<file path="src/rtl/screen_pkg.sv">
// Shared definitions for the screen blitter: default geometry, FSM states and
// the raster coordinate-to-offset helper.
package screen_pkg;

    localparam int SCR_W_DEF      = 112;
    localparam int SCR_H_DEF      = 112;
    localparam int COLOR_BITS_DEF = 3;
    localparam int ADDR_BITS_DEF  = 14;

    typedef enum logic [2:0] {
        IDLE    = 3'd0,
        ISSUE   = 3'd1,
        WAIT    = 3'd2,
        PLOT    = 3'd3,
        ADVANCE = 3'd4,
        DONE    = 3'd5
    } blit_state_t;

    // Linear framebuffer offset of pixel (x, y) in a row-major frame of width w.
    function automatic logic [31:0] pixel_offset(input logic [31:0] x,
                                                 input logic [31:0] y,
                                                 input logic [31:0] w);
        return x + y * w;
    endfunction

endpackage

</file>
<file path="src/rtl/screen_blit_pixel_scan_counter.sv">
// Raster x/y counter: clears to (0,0), steps left-to-right then top-to-bottom,
// and flags the last pixel of the frame.
module pixel_scan_counter #(
    parameter int SCR_W  = 4,
    parameter int SCR_H  = 3,
    parameter int X_BITS = 7,
    parameter int Y_BITS = 7
) (
    input  logic              clk,
    input  logic              rst_n,
    input  logic              clear,
    input  logic              step,
    output logic [X_BITS-1:0] x,
    output logic [Y_BITS-1:0] y,
    output logic              last
);

    logic row_end;

    assign row_end = (x == X_BITS'(SCR_W - 1));
    assign last    = row_end && (y == Y_BITS'(SCR_H - 1));

    always_ff @(posedge clk or negedge rst_n) begin
        if (!rst_n) begin
            x <= '0;
            y <= '0;
        end else if (clear) begin
            x <= '0;
            y <= '0;
        end else if (step) begin
            if (row_end) begin
                x <= '0;
                // Hold at the final row so coordinates never leave the frame.
                if (!last)
                    y <= y + 1'b1;
            end else begin
                x <= x + 1'b1;
            end
        end
    end

endmodule

</file>
<file path="src/rtl/screen_blit.sv">
// Framebuffer-to-VGA blitter: reads one pixel per raster position, strobes plot
// unless transparent, then hands off via the continuation signals.
module screen_blit
    import screen_pkg::*;
#(
    parameter int SCR_W       = SCR_W_DEF,
    parameter int SCR_H       = SCR_W_DEF,
    parameter int X_BITS      = 7,
    parameter int Y_BITS      = 7,
    parameter int COLOR_BITS  = COLOR_BITS_DEF,
    parameter int ADDR_BITS   = ADDR_BITS_DEF,
    parameter int MEM_LATENCY = 1
) (
    input  logic                  Clck,
    input  logic                  Reset,
    input  logic                  in_cont_signal,
    input  logic                  next_fin_signal,
    input  logic [ADDR_BITS-1:0]  base_addr,
    input  logic                  skip_en,
    input  logic [COLOR_BITS-1:0] skip_color,
    output logic [ADDR_BITS-1:0]  read_addr,
    input  logic [COLOR_BITS-1:0] read_data,
    output logic [X_BITS-1:0]     x_co,
    output logic [Y_BITS-1:0]     y_co,
    output logic [COLOR_BITS-1:0] colour,
    output logic                  plot,
    output logic                  busy,
    output logic                  out_cont_signal,
    output logic [2:0]            dbg_state
);

    blit_state_t           state, next_state;
    logic                  scan_clear, scan_step, scan_last;
    logic [1:0]            lat_cnt;
    logic [ADDR_BITS-1:0]  base_l;
    logic                  skip_en_l;
    logic [COLOR_BITS-1:0] skip_color_l;

    assign dbg_state = state;

    pixel_scan_counter #(
        .SCR_W  (SCR_W),
        .SCR_H  (SCR_H),
        .X_BITS (X_BITS),
        .Y_BITS (Y_BITS)
    ) u_scan (
        .clk   (Clck),
        .rst_n (Reset),
        .clear (scan_clear),
        .step  (scan_step),
        .x     (x_co),
        .y     (y_co),
        .last  (scan_last)
    );

    always_ff @(posedge Clck or negedge Reset) begin
        if (!Reset)
            state <= IDLE;
        else
            state <= next_state;
    end

    always_comb begin
        next_state = state;
        scan_clear = 1'b0;
        scan_step  = 1'b0;
        case (state)
            IDLE: begin
                if (in_cont_signal) begin
                    next_state = ISSUE;
                    scan_clear = 1'b1;
                end
            end
            ISSUE:   next_state = WAIT;
            WAIT:    if (lat_cnt == 2'd0) next_state = PLOT;
            PLOT:    next_state = ADVANCE;
            ADVANCE: begin
                if (scan_last) begin
                    next_state = DONE;
                end else begin
                    next_state = ISSUE;
                    scan_step  = 1'b1;
                end
            end
            DONE:    if (next_fin_signal) next_state = IDLE;
            default: next_state = IDLE;
        endcase
    end

    // Datapath and registered outputs; busy/out_cont follow the next state so
    // they change on the same edge as the state itself.
    always_ff @(posedge Clck or negedge Reset) begin
        if (!Reset) begin
            read_addr       <= '0;
            colour          <= '0;
            plot            <= 1'b0;
            busy            <= 1'b0;
            out_cont_signal <= 1'b0;
            lat_cnt         <= '0;
            base_l          <= '0;
            skip_en_l       <= 1'b0;
            skip_color_l    <= '0;
        end else begin
            busy            <= (next_state != IDLE);
            out_cont_signal <= (next_state == DONE);
            plot            <= 1'b0;
            case (state)
                IDLE: begin
                    if (in_cont_signal) begin
                        base_l       <= base_addr;
                        skip_en_l    <= skip_en;
                        skip_color_l <= skip_color;
                    end
                end
                ISSUE: begin
                    read_addr <= ADDR_BITS'(32'(base_l) +
                                 pixel_offset(32'(x_co), 32'(y_co), 32'(SCR_W)));
                    lat_cnt   <= 2'(MEM_LATENCY - 1);
                end
                WAIT: begin
                    if (lat_cnt == 2'd0) begin
                        colour <= read_data;
                        plot   <= !(skip_en_l && (read_data == skip_color_l));
                    end else begin
                        lat_cnt <= lat_cnt - 2'd1;
                    end
                end
                default: ;
            endcase
        end
    end

endmodule

</file>
<file path="config.mk">
export PLATFORM = sky130hd
export DESIGN_NAME = screen_blit
export DESIGN_NICKNAME = d
export VERILOG_FILES = /design/src/rtl/screen_pkg.sv /design/src/rtl/screen_blit_pixel_scan_counter.sv /design/src/rtl/screen_blit.sv
export SDC_FILE = /design/constraint.sdc
export NUM_CORES = 1
export LEC_CHECK = 0
export ABC_AREA = 1
export ABC_CLOCK_PERIOD_IN_PS = 4600
export CORE_UTILIZATION = 39
export CTS_CLUSTER_SIZE = 25
export DETAILED_ROUTE_END_ITERATION = 12
export GPL_TIMING_DRIVEN = 0
export PLACE_DENSITY = 0.71
export SKIP_CTS_REPAIR_TIMING = 1
export SLEW_MARGIN = 20
export SYNTH_ARGS = -nofsm -noshare
export SYNTH_HDL_FRONTEND = slang
export SYNTH_SLANG_ARGS = --single-unit
</file>
<file path="constraint.sdc">
create_clock -name Clck -period 4.6 [get_ports Clck]
set_clock_uncertainty 0.15 [all_clocks]
set_input_delay 0.92 -clock Clck [delete_from_list [all_inputs] [get_ports Clck]]
set_output_delay 0.92 -clock Clck [all_outputs]
set_load 0.01 [all_outputs]
</file>
==> results of run 1 <==
-- final timing paths --
kind,slack (ns),from,endpoint
max in group asynchronous,3.35,Reset,u_scan.y[5]
max,0.55,u_scan.y[0],read_addr[13]
min reg2reg,0.33,read_addr[12],read_addr[12]
max reg2reg,0.55,u_scan.y[0],read_addr[13]
min,0.33,read_addr[12],read_addr[12]
min in group asynchronous,0.48,Reset,lat_cnt[0]
-- sequential cells by signal (all words and copies together) (netlist names) --
| signal | flops |
|---|---|
| plot | 1 |
| busy | 1 |
| colour | 3 |
| dbg_state | 3 |
| u_scan.y | 7 |
| skip_en_l | 1 |
| base_l | 14 |
| skip_color_l | 3 |
| read_addr | 14 |
| u_scan.x | 7 |
| out_cont_signal | 1 |
| lat_cnt | 2 |
-- cell usage in the layout (no fill, tap or decap), drive strengths merged --
cell           netlist  layout
o21bai               2       2
nor3                 1       1
ha                  38      38
bufinv               0       1
clkbuf               1      11
o21ai               20      20
a21o                 1       1
nor2                40      40
clkdlybuf4s50        0      60
buf                  4       5
nand2              112     112
mux2                18      18
or2                  1       1
nor3b                2       2
fa                  11      11
a31oi                1       1
nand3               32      32
xnor2                9       9
clkinv               0       3
inv                 56      56
nand3b               1       1
a21oi               18      18
dfrtp               57      57
xor2                 9       9
nand4                6       6
clkinvlp             0       2
a21boi               1       1
o31ai                1       1
-- cells by family (layout without fill, tap and decap cells) --
| kind of cell | after synthesis | count (layout) | share of synthesized area |
|---|---|---|---|
| muxes | 18 | 18 | 0.0526 |
| adders and majority gates | 49 | 49 | 0.181 |
| and+or+nand+nor | 195 | 195 | 0.229 |
| DFF | 57 | 57 | 0.370 |
| buffers and inverters | 61 | 138 | 0.0666 |
| xor gates and xnor gates | 18 | 18 | 0.0409 |
| AOI/OAI and AO/OA | 44 | 44 | 0.0607 |
-- area by class of cell --
cell class	count	share of cell area
multi-input cells	324	0.450
flip-flops and latches	57	0.295
repair buffers	61	0.126
inverters	56	0.0435
well taps	129	0.0334
clock buffers	10	0.0285
clock inverters	6	0.0140
plain buffers	5	0.00959
-- critical path: cells and delay by family, from the launching register on --
| kind | cells | cell delay (ns) |
|---|---|---|
| adders and majority gates | 5 | 1.81 |
| and+or+nand+nor | 12 | 1.00 |
| DFF | 1 | 0.50 |
| AOI/OAI and AO/OA | 2 | 0.49 |
| buffers and inverters | 1 | 0.05 |
-- power by group through the flow --
stage	Clock (W)	Sequential [W]	Combinational, W
5_1_grt	0.000527	0.000899	0.00249
3_3_place_gp	0	0.000874	0.00213
4_1_cts	0.000496	0.000873	0.00219
6_report	0.000488	0.000871	0.00218
2_1_floorplan	0	0.000903	0.00150
3_5_place_dp	0	0.000883	0.00217
-- metal layers --
| layer | vias up | wire [um] | global-route usage |
|---|---|---|---|
| met5 | - | 0 | 0 |
| met4 | 0 | 218 | 0.0948 |
| met3 | 20 | 302 | 0.0304 |
| met2 | 71 | 3950 | 0.290 |
| met1 | 1455 | 3880 | 0.225 |
| li1 | 1573 | - | - |
-- metrics by stage --
step / total power (W) / area (um2)
after floorplan: 0.00241 / 3850
final: 0.00354 / 4830
after CTS: 0.00356 / 4830
after detailed placement: 0.00305 / 4620
after global placement: 0.00301 / 4630
after global routing: 0.00392 / 4830
==> metrics.md, run 1 <==
| Metric | Value |
|---|---|
| DRT Wirelength | `8350 um` |
| Die X | `101 um` |
| Startpoint Class | `register` |
| Status | `complete, no violations` |
| Sequential share of power | `0.246` |
| Slew Viols, Final | `0` |
| CTS tree | `built` |
| Clock sinks | `57` |
| Worst setup EP type | `register` |
| Worst r2r path cells | `20` |
| Clock Latency Late Sink | `0.35 ns` |
| Most common cell in the netlist | `nand2_1` |
| CTS Root Cell | `clkbuf_8` |
| Post-synth top area share | `0.370` |
| WS Path Type | `reg -> reg` |
| Reg clk slew, reported paths | `0.07 ns` |
| # diodes | `0` |
| Syn avg cell area | `8.72 um2` |
| Internal power | `just under 0.002 W` |
| CTS Buffer Depth | `2` |
| Gpl congestion | `0.844` |
| Pin count of the biggest net entering global routing | `58` |
| CP Data Required Time | `4.74 ns` |
| Post-synth EDFFs | `0` |
| Max-capacitance violation count | `0` |
| Fill cells | `888` |
| Dpl cells | `632` |
| Combinational power share | `0.616` |
| Core Region | `9420 um2` |
| P_leak | `around 2.4 nW` |
| Switching share of power | `0.455` |
| Cell chain of the critical path | `fa_1 > ha_1 > inv_1 > fa_1 > o21ai_0 > nand2_1 > a21oi_1 > nor2_1 > nand2_1 > nand2_1 > ha_1 > ha_1 > nand2_1 > nor2_1 > nand2_1 > nor2_1 > nor2_1 > nand3_1 > nand3_1 > nand2_1` |
| DR DRC count | `0` |
| Hold depth | `2` |
| Initial core utilization | `0.409` |
| DP Wirelength | `6500 um` |
| Die area | `10,300 um2` |
| Final core utilization | `0.513` |
| Drt wl/cell | `12.9 um` |
| Gr usage total | `0.178` |
| Most common cell on crit path | `nand2_1` |
| Synth top cells by count | `nand2_1, dfrtp_1, inv_1` |
| Fin crit share | `0.880` |
| Sequential share of the synthesized area | `0.370` |
| Synth Net Count | `516` |
| FMAX | `247 MHz` |
| Pre-CTS WS | `0.548 ns` |
| Net switching power | `between 0.0015 and 0.002 W` |
| Final setup viols | `0` |
| Fin crit period | `4.05 ns` |
| Drt pass-1 iters | `4` |
| DR vias/cell | `around 4.8` |
| VDD IR max | `between 0.2 and 0.3 mV` |
| Highest cell delay on the worst timing path | `0.58 ns` |
| Nets | `between 500 and 600` |
| Clk pwr share | `0.138` |
| Min-Delay Path Class | `reg -> reg` |
| Power per Cell Area | `733 nW/um2` |
| Worst-path fanout max | `7` |
| Num CTS Buffers | `9` |
| Final Hold Fails | `0` |
| Die Ht | `101 um` |
| I/O pin total | `62` |
| Rel. slew slack | `0.526` |
| First-pass GRT wire length | `14,100 um` |
| Post-synthesis instance total | `442` |
| Synth top area cells | `dfrtp_1, ha_1, nand2_1, fa_1, mux2_2` |
| Rows | `35` |
| Tightest Pin Transition | `around 0.71 ns` |
| RSZ-0062 raised after global routing | `no` |
| Total area of sequential cells | `1430 um2` |
| Area of the multi-input gates | `2170 um2` |
| Critical Path AT | `4.19 ns` |
| Vias in the first global route | `between 3,000 and 4,000` |
| Synth area leader | `dfrtp_1` |
| Total grt overflow | `0` |
| Async S/R FF share, synth | `1.00` |
| Synth-to-layout area growth | `25.3%` |
| Hold slack | `0.327 ns` |
| Worst setup margin | `0.552 ns` |
| #FFs+latches synth | `57` |
| Vias | `3,119` |
| Buffers on Ports | `61` |
| Layout Cells excl Fill | `648` |
| Fin Setup TNS | `0 ns` |
| Share of cells above drive strength 1 | `0.110` |
| Initial antenna violation count | `0` |
| Syn. warnings | `0` |
| CP max stage cell | `fa_1` |
| Cell Area, Synth | `3850 um2` |
| Cell variety after synth | `33` |
| Most used DFF post-synth | `dfrtp_1` |
| Initial drt markers | `79` |
| Routed Antenna Nets | `0` |
| Htree depth | `3` |
No activity file was read; power rests on OpenSTA's default activity.
==> inputs of run 2 (changes only) <==
--- a/config.mk
+++ b/config.mk
@@ -11,6 +11,7 @@
 export CTS_CLUSTER_SIZE = 25
 export DETAILED_ROUTE_END_ITERATION = 12
 export GPL_TIMING_DRIVEN = 0
+export HOLD_SLACK_MARGIN = 0.15
 export PLACE_DENSITY = 0.71
 export SKIP_CTS_REPAIR_TIMING = 1
 export SLEW_MARGIN = 20
==> results of run 2 <==
Same layout as run 1: the final DEF is identical, and so are final timing and power.
==> inputs of run 3 (changes only) <==
--- a/config.mk
+++ b/config.mk
@@ -6,13 +6,13 @@
 export NUM_CORES = 1
 export LEC_CHECK = 0
 export ABC_AREA = 1
-export ABC_CLOCK_PERIOD_IN_PS = 4600
+export ABC_CLOCK_PERIOD_IN_PS = 3550
 export CORE_UTILIZATION = 39
 export CTS_CLUSTER_SIZE = 25
 export DETAILED_ROUTE_END_ITERATION = 12
 export GPL_TIMING_DRIVEN = 0
 export HOLD_SLACK_MARGIN = 0.15
-export PLACE_DENSITY = 0.71
+export PLACE_DENSITY = 0.74
 export SKIP_CTS_REPAIR_TIMING = 1
 export SLEW_MARGIN = 20
 export SYNTH_ARGS = -nofsm -noshare
==> constraint.sdc (replaced) <==
create_clock -name Clck -period 3.55 [get_ports Clck]
set_clock_uncertainty 0.15 [all_clocks]
set_input_delay 0.71 -clock Clck [delete_from_list [all_inputs] [get_ports Clck]]
set_output_delay 0.71 -clock Clck [all_outputs]
set_load 0.01 [all_outputs]
==> run 3 against run 2 <==
Against the previous run:
- highest routed layer unchanged
- the flow now finishes with violations (setup timing)
- wire length is 7.1% higher
- critical path depth stayed put
- largest cell class unchanged
- clock-buffer cell count is 1 higher
==> metrics.md, run 3 (synthesized netlist as in run 1, its figures left out) <==
| Metric | Value |
|---|---|
| Initial antenna violation count | `0` |
| Die Ht | `101 um` |
| Highest cell delay on the worst timing path | `0.55 ns` |
| Rows | `35` |
| First-pass GRT wire length | `14,300 um` |
| Critical Path AT | `3.72 ns` |
| Status | `complete, but fails checks` |
| FMAX | `between 200 and 300 MHz` |
| Worst setup margin | `-0.0761 ns` |
| Largest registers | `base_l (14), read_addr (14)` |
| Initial drt markers | `98` |
| Vias in the first global route | `about 3,000` |
| Routed Antenna Nets | `0` |
| Tightest Pin Transition | `between 0.7 and 0.8 ns` |
| Top Usage Layer GRT | `met2` |
| CP Data Required Time | `approximately 3.7 ns` |
| Vias | `roughly 3,200` |
| Num CTS Buffers | `9` |
| Buffers on Ports | `61` |
| Min-Delay Path Class | `in -> async` |
| Fin crit period | `3.63 ns` |
| DP Wirelength | `6450 um` |
| Max-capacitance violation count | `0` |
| Clock Latency Late Sink | `0.35 ns` |
| GR Util met2 | `0.289` |
| Violated checks | `setup timing` |
| Reg clk slew, reported paths | `0.07 ns` |
| CTS Root Cell | `clkbuf_8` |
| Pwr Total | `~0.0050 W` |
| Synth-to-layout area growth | `31.2%` |
| Gr usage total | `0.181` |
| Nets | `around 600` |
| RSZ-0062 raised after global routing | `yes` |
| DR vias/cell | `4.82` |
| Pin count of the biggest net entering global routing | `58` |
| Final Hold Fails | `0` |
| Die X | `101 um` |
| Drt wl/cell | `13.6 um` |
| Commonest non-fill, non-tap cell in the layout | `nand2_1` |
| # diodes | `0` |
| VDD IR max | `0.492 mV` |
| Share of cells above drive strength 1 | `0.189` |
| DR DRC count | `0` |
| Rel. slew slack | `0.516` |
| Final setup viols | `1` |
| CTS tree | `built` |
| Most frequent cells in the layout | `nand2_1, clkdlybuf4s50_1, inv_1, dfrtp_1, nor2_1` |
| Fin crit share | `1.02` |
| Slew Viols, Final | `0` |
| DRT Wirelength | `8940 um` |
| Worst setup EP type | `register` |
| CP max stage cell | `fa_1` |
| Worst r2r path cells | `20` |
| Initial core utilization | `0.409` |
| CTS Buffer Depth | `2` |
| Pre-CTS WS | `-0.270 ns` |
| Clock sinks | `57` |
| Die area | `10,300 um2` |
| Htree depth | `3` |
| WS Path Type | `reg -> reg` |
| Drt pass-1 iters | `4` |
| P_leak | `2.45 nW` |
| Cell chain of the critical path | `fa_1 > ha_2 > inv_2 > fa_2 > o21ai_2 > nand2_1 > a21oi_2 > nor2_1 > nand2_1 > nand2_2 > ha_4 > ha_4 > nand2_4 > inv_2 > a21oi_2 > nand2_1 > nor2_1 > nand3_1 > nand3_2 > nand2_1` |
| Gpl congestion | `0.837` |
| Core Region | `9420 um2` |
| Startpoint Class | `register` |
| I/O pin total | `between 60 and 70` |
| GRT met1 Usage | `0.241` |
| Total grt overflow | `0` |
| Power per Cell Area | `990 nW/um2` |
| Worst-path fanout max | `4` |
| Most common cell on crit path | `nand2_1` |
| Met3 Use GR | `0.0345` |
[run 3: path summary, 6_finish.rpt]
| path | slack (ns) | from | endpoint |
|---|---|---|---|
| max | -0.08 | u_scan.y[1] | read_addr[13] |
| min | 0.26 | Reset | busy |
| max reg2reg | -0.08 | u_scan.y[1] | read_addr[13] |
| min reg2reg | 0.33 | read_addr[12] | read_addr[12] |
| max in group asynchronous | 2.46 | Reset | u_scan.y[4] |
| min in group Clck | 0.33 | read_addr[12] | read_addr[12] |
[run 3: layout make-up]
class,count,area [um2]
plain buffers,5,46.3
multi-input cells,324,2320
repair buffers,71,683
flip-flops and latches,57,1430
clock inverters,5,55.1
inverters,56,210
well taps,129,161
fillers,835,4360
clock buffers,11,141
[run 3: power by group]
part           total [W]  switching [W]  internal, W
clock           0.000619       0.000278     0.000340
combinational    0.00327        0.00179      0.00148
sequential       0.00112       0.000201     0.000918
total            0.00501        0.00227      0.00274
[run 3: per-stage QoR]
step / util / area [um2] / hold WS, ns / setup TNS [ns] / instances
after detailed placement: 0.492 / 4630 / 0.317 / -0.408 / 632
after global placement: 0.492 / 4630 / 0.308 / -8.13 / 632
after CTS: 0.513 / 4830 / 0.296 / -0.488 / 648
final: 0.537 / 5060 / 0.262 / -0.0761 / 658
after global routing: 0.537 / 5060 / 0.328 / -0.269 / 658
after floorplan: - / 3860 / 0.264 / 0 / 442
[run 3: critical path: cells and delay by family (launching register included)]
kind,cells,cell delay [ns]
AO/OA/AOI/OAI,3,0.44
flip-flops,1,0.45
AND/OR/NAND/NOR,10,0.79
adder cells (fa/ha/maj),5,1.59
buffers and inverters,2,0.08
[run 3: per-layer routing]
metal,wire length (um),vias to the layer above
li1,-,1592
met1,4100,1500
met2,4380,64
met3,255,17
met4,209,0
met5,0,-
